**config.mk**
```make
export PLATFORM = sky130hd
export DESIGN_NAME = rf_wb_scheduler_flat
export DESIGN_NICKNAME = d
export VERILOG_FILES = /design/src/rtl/rf_wb_scheduler_if.sv /design/src/rtl/rf_wb_scheduler.sv /design/src/flat_wrapper.sv
export SDC_FILE = /design/constraint.sdc
export NUM_CORES = 1
export LEC_CHECK = 0
export CAP_MARGIN = 15
export CORE_UTILIZATION = 44
export DETAILED_ROUTE_END_ITERATION = 6
export PLACE_DENSITY_LB_ADDON = 0.08
export SLEW_MARGIN = 10
export SYNTH_ARGS = -nofsm -noshare
export SYNTH_HDL_FRONTEND = slang
export SYNTH_SLANG_ARGS = --single-unit
```
**constraint.sdc**
```tcl
create_clock -name CLK -period 2.17 [get_ports CLK]
set_input_delay 0.434 -clock CLK [delete_from_list [all_inputs] [get_ports CLK]]
set_output_delay 0.434 -clock CLK [all_outputs]
set_load 0.005 [all_outputs]
```
**src/rtl/rf_wb_scheduler_if.sv**
```systemverilog
// Write-back request/grant bundle between the core/memory requesters and the RF write-port scheduler.
// The master side drives requests and observes grants; the slave side is the scheduler.
interface rf_wb_scheduler_if #(
  parameter int CNT_W = 2
);
  logic             core_wb_valid;
  logic [1:0]       core_wb_sel;
  logic [4:0]       core_wb_rd;
  logic             core_wb_ready;
  logic             mem_wb_valid;
  logic [4:0]       mem_wb_rd;
  logic             mem_wb_ready;
  logic             ld_issue;
  logic             ld_issue_ok;
  logic             flush;
  logic [1:0]       rf_wr_sel;
  logic             rf_wr_en;
  logic [4:0]       rf_wa;
  logic [CNT_W-1:0] ld_outstanding;
  logic             wb_err;

  modport master (
    output core_wb_valid, core_wb_sel, core_wb_rd,
    output mem_wb_valid, mem_wb_rd, ld_issue, flush,
    input  core_wb_ready, mem_wb_ready, ld_issue_ok,
    input  rf_wr_sel, rf_wr_en, rf_wa, ld_outstanding, wb_err
  );

  modport slave (
    input  core_wb_valid, core_wb_sel, core_wb_rd,
    input  mem_wb_valid, mem_wb_rd, ld_issue, flush,
    output core_wb_ready, mem_wb_ready, ld_issue_ok,
    output rf_wr_sel, rf_wr_en, rf_wa, ld_outstanding, wb_err
  );
endinterface

```
**src/rtl/rf_wb_scheduler.sv**
```systemverilog
// Arbitrates the single RF write port between core retire and load return; write issued 1 cycle after grant.
// Requesters are held off via combinational ready; core loses at most MAX_DEFER times in a row before forced priority.
module rf_wb_scheduler #(
  parameter int MAX_DEFER       = 4,
  parameter int MAX_OUTSTANDING = 2,
  parameter int CNT_W           = $clog2(MAX_OUTSTANDING + 1)
) (
  input logic              CLK,
  input logic              RST_N,
  rf_wb_scheduler_if.slave bus
);

  localparam int               DW         = (MAX_DEFER > 1) ? $clog2(MAX_DEFER) : 1;
  localparam logic [DW-1:0]    DEFER_LAST = DW'(MAX_DEFER - 1);
  localparam logic [CNT_W-1:0] OUT_MAX    = CNT_W'(MAX_OUTSTANDING);
  localparam logic [1:0]       SEL_DOUT2  = 2'b10;

  typedef enum logic {
    PRIO_MEM  = 1'b0,
    PRIO_CORE = 1'b1
  } state_t;

  state_t           state;
  state_t           state_nxt;
  logic [DW-1:0]    defer_cnt;
  logic [DW-1:0]    defer_nxt;
  logic [CNT_W-1:0] ld_cnt;
  logic [CNT_W-1:0] ld_cnt_nxt;

  logic core_req;
  logic core_bad;
  logic core_elig;
  logic mem_elig;
  logic core_gnt;
  logic mem_gnt;
  logic ld_ok;
  logic ld_inc;
  logic err_any;

  logic [1:0] wr_sel_q;
  logic       wr_en_q;
  logic [4:0] wr_wa_q;
  logic       err_q;

  always_comb begin
    core_req  = bus.core_wb_valid & ~bus.flush;
    core_bad  = core_req & (bus.core_wb_sel == SEL_DOUT2);
    core_elig = core_req & ~core_bad;
    mem_elig  = bus.mem_wb_valid;
  end

  always_comb begin
    core_gnt = 1'b0;
    mem_gnt  = 1'b0;
    if (state == PRIO_CORE) begin
      core_gnt = core_elig;
      mem_gnt  = mem_elig & ~core_elig;
    end else begin
      mem_gnt  = mem_elig;
      core_gnt = core_elig & ~mem_elig;
    end
  end

  // Fairness FSM: defer_cnt counts consecutive core losses while mem has priority.
  always_comb begin
    state_nxt = state;
    defer_nxt = defer_cnt;
    if (bus.flush) begin
      state_nxt = PRIO_MEM;
      defer_nxt = '0;
    end else begin
      case (state)
        PRIO_MEM: begin
          if (core_elig && mem_gnt) begin
            if (defer_cnt == DEFER_LAST) begin
              state_nxt = PRIO_CORE;
              defer_nxt = '0;
            end else begin
              defer_nxt = defer_cnt + DW'(1);
            end
          end else if (core_gnt) begin
            defer_nxt = '0;
          end
        end
        PRIO_CORE: begin
          if (core_gnt) begin
            state_nxt = PRIO_MEM;
          end
          defer_nxt = '0;
        end
        default: begin
          state_nxt = PRIO_MEM;
          defer_nxt = '0;
        end
      endcase
    end
  end

  always_ff @(posedge CLK or negedge RST_N) begin
    if (!RST_N) begin
      state     <= PRIO_MEM;
      defer_cnt <= '0;
    end else begin
      state     <= state_nxt;
      defer_cnt <= defer_nxt;
    end
  end

  // A mem grant with nothing outstanding is an underflow: flag it, keep the count at zero.
  always_comb begin
    ld_ok      = (ld_cnt < OUT_MAX);
    ld_inc     = bus.ld_issue & ld_ok;
    ld_cnt_nxt = ld_cnt;
    if (ld_inc && !mem_gnt) begin
      ld_cnt_nxt = ld_cnt + CNT_W'(1);
    end else if (mem_gnt && !ld_inc && (ld_cnt != '0)) begin
      ld_cnt_nxt = ld_cnt - CNT_W'(1);
    end
    err_any = core_bad
            | (bus.ld_issue & ~ld_ok)
            | (mem_gnt & (ld_cnt == '0));
  end

  always_ff @(posedge CLK or negedge RST_N) begin
    if (!RST_N) begin
      ld_cnt   <= '0;
      err_q    <= 1'b0;
      wr_sel_q <= 2'b00;
      wr_en_q  <= 1'b0;
      wr_wa_q  <= 5'd0;
    end else begin
      ld_cnt <= ld_cnt_nxt;
      err_q  <= err_any;
      if (mem_gnt) begin
        wr_sel_q <= SEL_DOUT2;
        wr_wa_q  <= bus.mem_wb_rd;
        wr_en_q  <= (bus.mem_wb_rd != 5'd0);
      end else if (core_gnt) begin
        wr_sel_q <= bus.core_wb_sel;
        wr_wa_q  <= bus.core_wb_rd;
        wr_en_q  <= (bus.core_wb_rd != 5'd0);
      end else begin
        wr_en_q  <= 1'b0;
      end
    end
  end

  assign bus.core_wb_ready  = core_gnt | core_bad;
  assign bus.mem_wb_ready   = mem_gnt;
  assign bus.ld_issue_ok    = ld_ok;
  assign bus.rf_wr_sel      = wr_sel_q;
  assign bus.rf_wr_en       = wr_en_q;
  assign bus.rf_wa          = wr_wa_q;
  assign bus.ld_outstanding = ld_cnt;
  assign bus.wb_err         = err_q;

endmodule

```
**src/flat_wrapper.sv**
```systemverilog
// flat-port wrapper written by rule: the top's interface ports become plain ports
module rf_wb_scheduler_flat 
#(
  parameter int MAX_DEFER       = 4,
  parameter int MAX_OUTSTANDING = 2,
  parameter int CNT_W           = $clog2(MAX_OUTSTANDING + 1)
)
  (CLK, RST_N, bus_core_wb_valid, bus_core_wb_sel, bus_core_wb_rd, bus_mem_wb_valid, bus_mem_wb_rd, bus_ld_issue, bus_flush, bus_core_wb_ready, bus_mem_wb_ready, bus_ld_issue_ok, bus_rf_wr_sel, bus_rf_wr_en, bus_rf_wa, bus_ld_outstanding, bus_wb_err);
  rf_wb_scheduler_if #(.CNT_W(CNT_W)) bus_i ();
  input logic CLK;
  input logic RST_N;
  input wire logic [$bits(bus_i.core_wb_valid)-1:0] bus_core_wb_valid;
  input wire logic [$bits(bus_i.core_wb_sel)-1:0] bus_core_wb_sel;
  input wire logic [$bits(bus_i.core_wb_rd)-1:0] bus_core_wb_rd;
  input wire logic [$bits(bus_i.mem_wb_valid)-1:0] bus_mem_wb_valid;
  input wire logic [$bits(bus_i.mem_wb_rd)-1:0] bus_mem_wb_rd;
  input wire logic [$bits(bus_i.ld_issue)-1:0] bus_ld_issue;
  input wire logic [$bits(bus_i.flush)-1:0] bus_flush;
  output wire logic [$bits(bus_i.core_wb_ready)-1:0] bus_core_wb_ready;
  output wire logic [$bits(bus_i.mem_wb_ready)-1:0] bus_mem_wb_ready;
  output wire logic [$bits(bus_i.ld_issue_ok)-1:0] bus_ld_issue_ok;
  output wire logic [$bits(bus_i.rf_wr_sel)-1:0] bus_rf_wr_sel;
  output wire logic [$bits(bus_i.rf_wr_en)-1:0] bus_rf_wr_en;
  output wire logic [$bits(bus_i.rf_wa)-1:0] bus_rf_wa;
  output wire logic [$bits(bus_i.ld_outstanding)-1:0] bus_ld_outstanding;
  output wire logic [$bits(bus_i.wb_err)-1:0] bus_wb_err;
  assign bus_i.core_wb_valid = bus_core_wb_valid;
  assign bus_i.core_wb_sel = bus_core_wb_sel;
  assign bus_i.core_wb_rd = bus_core_wb_rd;
  assign bus_i.mem_wb_valid = bus_mem_wb_valid;
  assign bus_i.mem_wb_rd = bus_mem_wb_rd;
  assign bus_i.ld_issue = bus_ld_issue;
  assign bus_i.flush = bus_flush;
  assign bus_core_wb_ready = bus_i.core_wb_ready;
  assign bus_mem_wb_ready = bus_i.mem_wb_ready;
  assign bus_ld_issue_ok = bus_i.ld_issue_ok;
  assign bus_rf_wr_sel = bus_i.rf_wr_sel;
  assign bus_rf_wr_en = bus_i.rf_wr_en;
  assign bus_rf_wa = bus_i.rf_wa;
  assign bus_ld_outstanding = bus_i.ld_outstanding;
  assign bus_wb_err = bus_i.wb_err;
  rf_wb_scheduler #(.MAX_DEFER(MAX_DEFER), .MAX_OUTSTANDING(MAX_OUTSTANDING), .CNT_W(CNT_W)) u_core (.CLK(CLK), .RST_N(RST_N), .bus(bus_i));
endmodule
```
## Yosys cells after proc, flatten, opt, wreduce, memory -nomap -nowiden

Cells that the tools add are included.

- Add/subtract/negate cells: 3
- Magnitude comparators: 1
- Equality and inequality tests: 3
- Muxes and demuxes: 20
- Bitwise logic cells: 17
- Reductions and logical operators: 12

Operator list:

| kind | number |
|---|---|
| $mux 2 | 8 |
| $mux 5 | 2 |
| $reduce_bool 5->1 | 2 |
| $and 1x1->1 | 8 |
| $mux 1 | 8 |
| $not 1->1 | 6 |
| $reduce_bool 2->1 | 3 |
| $add 2x1->2 const B | 2 |
| $eq 2x2->1 const B | 2 |
| $logic_and 1x1->1 | 4 |
| $ne 4x2->1 const B | 1 |
| $pmux 2 s2 | 1 |
| $or 1x1->1 | 3 |
| $logic_not 1->1 | 2 |
| $logic_not 2->1 | 1 |
| $lt 2x2->1 const B | 1 |
| $pmux 1 s2 | 1 |
| $sub 2x1->2 const B | 1 |

- Register bits: 14
- Input bits: 18
- Output and inout port bits: 14
- Word-level logic and storage cells: 63

## Logic depth before layout (Yosys ltp)

- Depth after elaboration: 12
- Mapped depth: 5
- Gate-level depth less buffers: 4

## Worst setup path before layout

OpenSTA, ideal clock, no wires.

- Kind: input -> output
- Start point: in bus_core_wb_sel[1]
- End point: out bus_mem_wb_ready
- Arrival: 1053 ps
- Path slack: 683 ps
- Stages on the path: 3
- Path buffers: 0
- Cell sequence: nor2b_1 -> o31ai_4 -> inv_1

- Cells in the longest elaborated chain, start to end: 7

Ends and longest elaborated chain:

| what | RTL line | source |
|---|---|---|
| from (decl) | flat_wrapper.sv:13 | `input wire logic [$bits(bus_i.core_wb_sel)-1:0] bus_core_wb_sel;` |
| $eq 2x2->1 | rf_wb_scheduler.sv:47 | `core_bad = core_req & (bus.core_wb_sel == SEL_DOUT2);` |
| $and 1x1->1 | rf_wb_scheduler.sv:47 |  |
| $not 1->1 | rf_wb_scheduler.sv:48 | `core_elig = core_req & ~core_bad;` |
| $and 1x1->1 | rf_wb_scheduler.sv:48 |  |
| $not 1->1 | rf_wb_scheduler.sv:57 | `mem_gnt = mem_elig & ~core_elig;` |
| $and 1x1->1 | rf_wb_scheduler.sv:57 |  |
| $mux 1 | rf_wb_scheduler.sv:55 | `if (state == PRIO_CORE) begin` |
| to (decl) | flat_wrapper.sv:20 | `output wire logic [$bits(bus_i.mem_wb_ready)-1:0] bus_mem_wb_ready;` |

No other way between the ends.

## Worst setup path after layout

- Start point: in bus_flush
- End point: out bus_mem_wb_ready

- Cells in the longest elaborated chain, start to end: 8

Ends and longest elaborated chain:

| what | RTL line | source |
|---|---|---|
| from (decl) | flat_wrapper.sv:18 | `input wire logic [$bits(bus_i.flush)-1:0] bus_flush;` |
| $not 1->1 (*) | rf_wb_scheduler.sv:46 | `core_req = bus.core_wb_valid & ~bus.flush;` |
| $and 1x1->1 (*) | rf_wb_scheduler.sv:46 |  |
| $and 1x1->1 | rf_wb_scheduler.sv:47 |  |
| $not 1->1 | rf_wb_scheduler.sv:48 |  |
| $and 1x1->1 (*) | rf_wb_scheduler.sv:48 |  |
| $not 1->1 (*) | rf_wb_scheduler.sv:57 |  |
| $and 1x1->1 (*) | rf_wb_scheduler.sv:57 |  |
| $mux 1 (*) | rf_wb_scheduler.sv:55 |  |

Every way passes the cells marked *; elsewhere a longest branch is shown, timed or not.

==> metrics.cfg <==
[power]
p_switching_uw = 231
power_density_nw_per_um2 = 673
p_leak_nw = 0.553
ir_drop_uv = 516
p_comb_share_pct = 33.0
intPower_uw = 572
netSwitchingFraction_pct = 28.8
power_frac_seq_pct = 42.8
clkPwrFrac_pct = 24.2

[floorplan]
die_h_microns = 43.0
pin_count = 32
start_util_pct = 48.1
coreArea_sq_um = 1540
num_rows = 14
dieArea_sq_um = 1850
dieWidth_microns = 43.0

[cells_and_area]
area_growth_syn_to_layout_pct = 61.1
diodes = 0
final_cell_mix = clkdlybuf4s50_1 (27), dfrtp_1 (14), buf_4 (11), a21oi_1 (9), mux2i_1 (8)
nets = 141
drive_above_1_share_pct = 15.7
fin_area_sq_um = 1190
final_common_cell = clkdlybuf4s50_1
fin_cells = 137

[timing]
setup_violations = 0
period_needed_ps = 2090
finClkSkew_ps = 3.94
hold_viol_final = 0
rsz0062_at_grt = false
post-route-period-util_pct = 96.3
worst_slew_pin_slew_ps = 659
slew_headroom_pct = 55.9
max_freq_ghz = 0.479
slew_viol_final = 0

[logic_synthesis]
synth.net_count = 95
synth_xor_xnor_area_share_pct = 1.18
yosysSeqAreaShare_pct = 47.3
synth_fa_ha_area_share_pct = 1.69
synth-compound-area-share_pct = 19.8
syn_area_per_cell_sq_um = 9.75
netlist_instances = 76
synth_area_leaders = dfrtp_1 (47%), mux2i_1 (11%), a21oi_1 (6.1%), o22ai_1 (4.2%), nand2_1 (3.5%)
yosysTopAreaCell = dfrtp_1
syn_area_sq_um = 741
synth_cell_types = 23
synth_top_area_share_pct = 47.3
yosys.area_share.simple_pct = 16.6
synthMuxAreaShare_pct = 10.8
synth-seq-cells = 14
synth_top_family_by_area = compound AO/OA/AOI/OAI gates
synthesis.yosys.warnings = 0

[flow_run]
cap_violations = 0

[worst_setup_path]
cp_cell_sequence = clkdlybuf4s50_1 -> nand2b_4 -> o31ai_4 -> inv_1 -> dlygate4sd2_1
slowest_stage = clkdlybuf4s50_1
path_max_fanout = 3
required_ps = 1740
slowest_delay_ps = 440
worst_setup_path_start_kind = input port
end_kind = output port
arrival_ps = 1660
critPathKind = in2out

[global_route]
grt_use_total_pct = 23.7
grt_max_degree = 15
antenna_found_initial = 0
grt.overflow.total = 0
grt_pass1_wl_mm = 3.21
first_global_vias = 724

[detailed_routing]
routedWlPerCell_microns = 14.1
postRouteAntennaNets = 0
vias = 756
first_pass_iters = 4
drcViolationCount = 0
post_drt_via_cell_ratio = 5.52
drt-initial-drc-count = 27
wl_mm = 1.94

[clocking]
clk_latency_ps = 280
cts_tree = built
post_cts_buffers = 0
root_buffer = clkbuf_4
htreeDepth = 1
cts.sinks = 14
hold_buffers = 0
clk_pin_slew_worst_paths_ps = 90
clockBufferDepth = 2
cts_inserted_buffers = 3

[placed_design]
gp_congestion = 0.777
place.detailed.hpwl_mm = 1.43
dp_cells = 133
dpl_cell_area_sq_um = 1150
port_buffers = 31

[outcome]
status = complete, no violations

[worst_hold_path]
min_path_type = in2async

[flip-flops by register name, summed over array words and instances (netlist names)]
register / flops
u_core.bus.rf_wa: 5
u_core.state: 1
u_core.bus.wb_err: 1
u_core.bus.rf_wr_en: 1
u_core.defer_cnt: 2
u_core.bus.ld_outstanding: 2
u_core.bus.rf_wr_sel: 2
[timing repair]
action                     4_1_cts  5_1_grt
pin swaps                        1        0
gates resized for setup          5        1
setup endpoints to repair        2        1
[final cells by class]
cell class	count	area [sq um]
sequential	14	350
clock buffer	4	36.3
tap	16	20.0
multi-input combinational	57	380
inverter	4	15.0
fill	116	348
timing repair buffer	42	392
[through the flow]
stage	setup slack (ps)	power [mW]	hold slack [ps]	TNS (ps)	utilization, %
after floorplan	683	0.438	138	0	-
after global placement	-146	0.604	526	-174	74.5
after detailed placement	-147	0.615	535	-175	74.5
after CTS	2.89	0.810	548	0	77.3
after global routing	43.1	0.850	579	0	77.4
final	80.9	0.803	545	0	77.4
[cells in the mapped netlist]
library cell	instances
nor2b_1	3
nand3_1	3
nand4_1	1
a21oi_1	9
mux2i_1	8
ha_1	1
nand2b_1	2
inv_1	3
o21ai_0	2
nand2_1	7
buf_2	1
dfrtp_1	14
a221o_1	1
o22ai_1	5
o31ai_4	1
nor2_1	5
a211oi_1	2
inv_2	1
o32ai_1	1
o21ai_1	1
xor2_1	1
nor3_1	2
or4_1	2
[worst paths after layout]
path / start / endpoint / slack, ps / cells after the start
setup / recovery: bus_flush / bus_mem_wb_ready / 80 / 5
hold / removal: RST_N / u_core.bus.rf_wr_sel[0] / 540 / 1
setup reg to reg: u_core.state / u_core.bus.wb_err / 690 / 5
hold reg to reg: u_core.defer_cnt[1] / u_core.defer_cnt[1] / 550 / 2
max in group asynchronous: RST_N / u_core.bus.rf_wa[0] / 1200 / 1
min in group CLK: u_core.defer_cnt[1] / u_core.defer_cnt[1] / 550 / 2
[routing by layer]
metal	vias up	routed length, microns	global-route usage (%)
met3	4	120	5.96
li1	373	-	-
met4	0	23	9.09
met2	28	921	39.1
met1	351	872	29.7
met5	-	0	0
[critical path, delay by kind of cell]
kind / cells / cell delay [ps]
compound gates: 1 / 260
buf+inv: 3 / 780
simple gates: 1 / 180
[power groups by stage]
stage | logic [mW] | clock network, mW | registers (mW)
after floorplan | 0.0919 | 0 | 0.346
final | 0.265 | 0.194 | 0.344
after detailed placement | 0.266 | 0 | 0.349
after global placement | 0.259 | 0 | 0.345
after CTS | 0.268 | 0.199 | 0.344
after global routing | 0.291 | 0.208 | 0.350
[logic make-up after synthesis]
| logic type | count (synthesis) |
|---|---|
| simple gates | 25 |
| compound gates | 22 |
| flops | 14 |
| mux | 8 |
| buf+inv | 5 |
| xor+xnor | 1 |
| fa+ha+maj | 1 |
(Power assumes the default switching activity.)
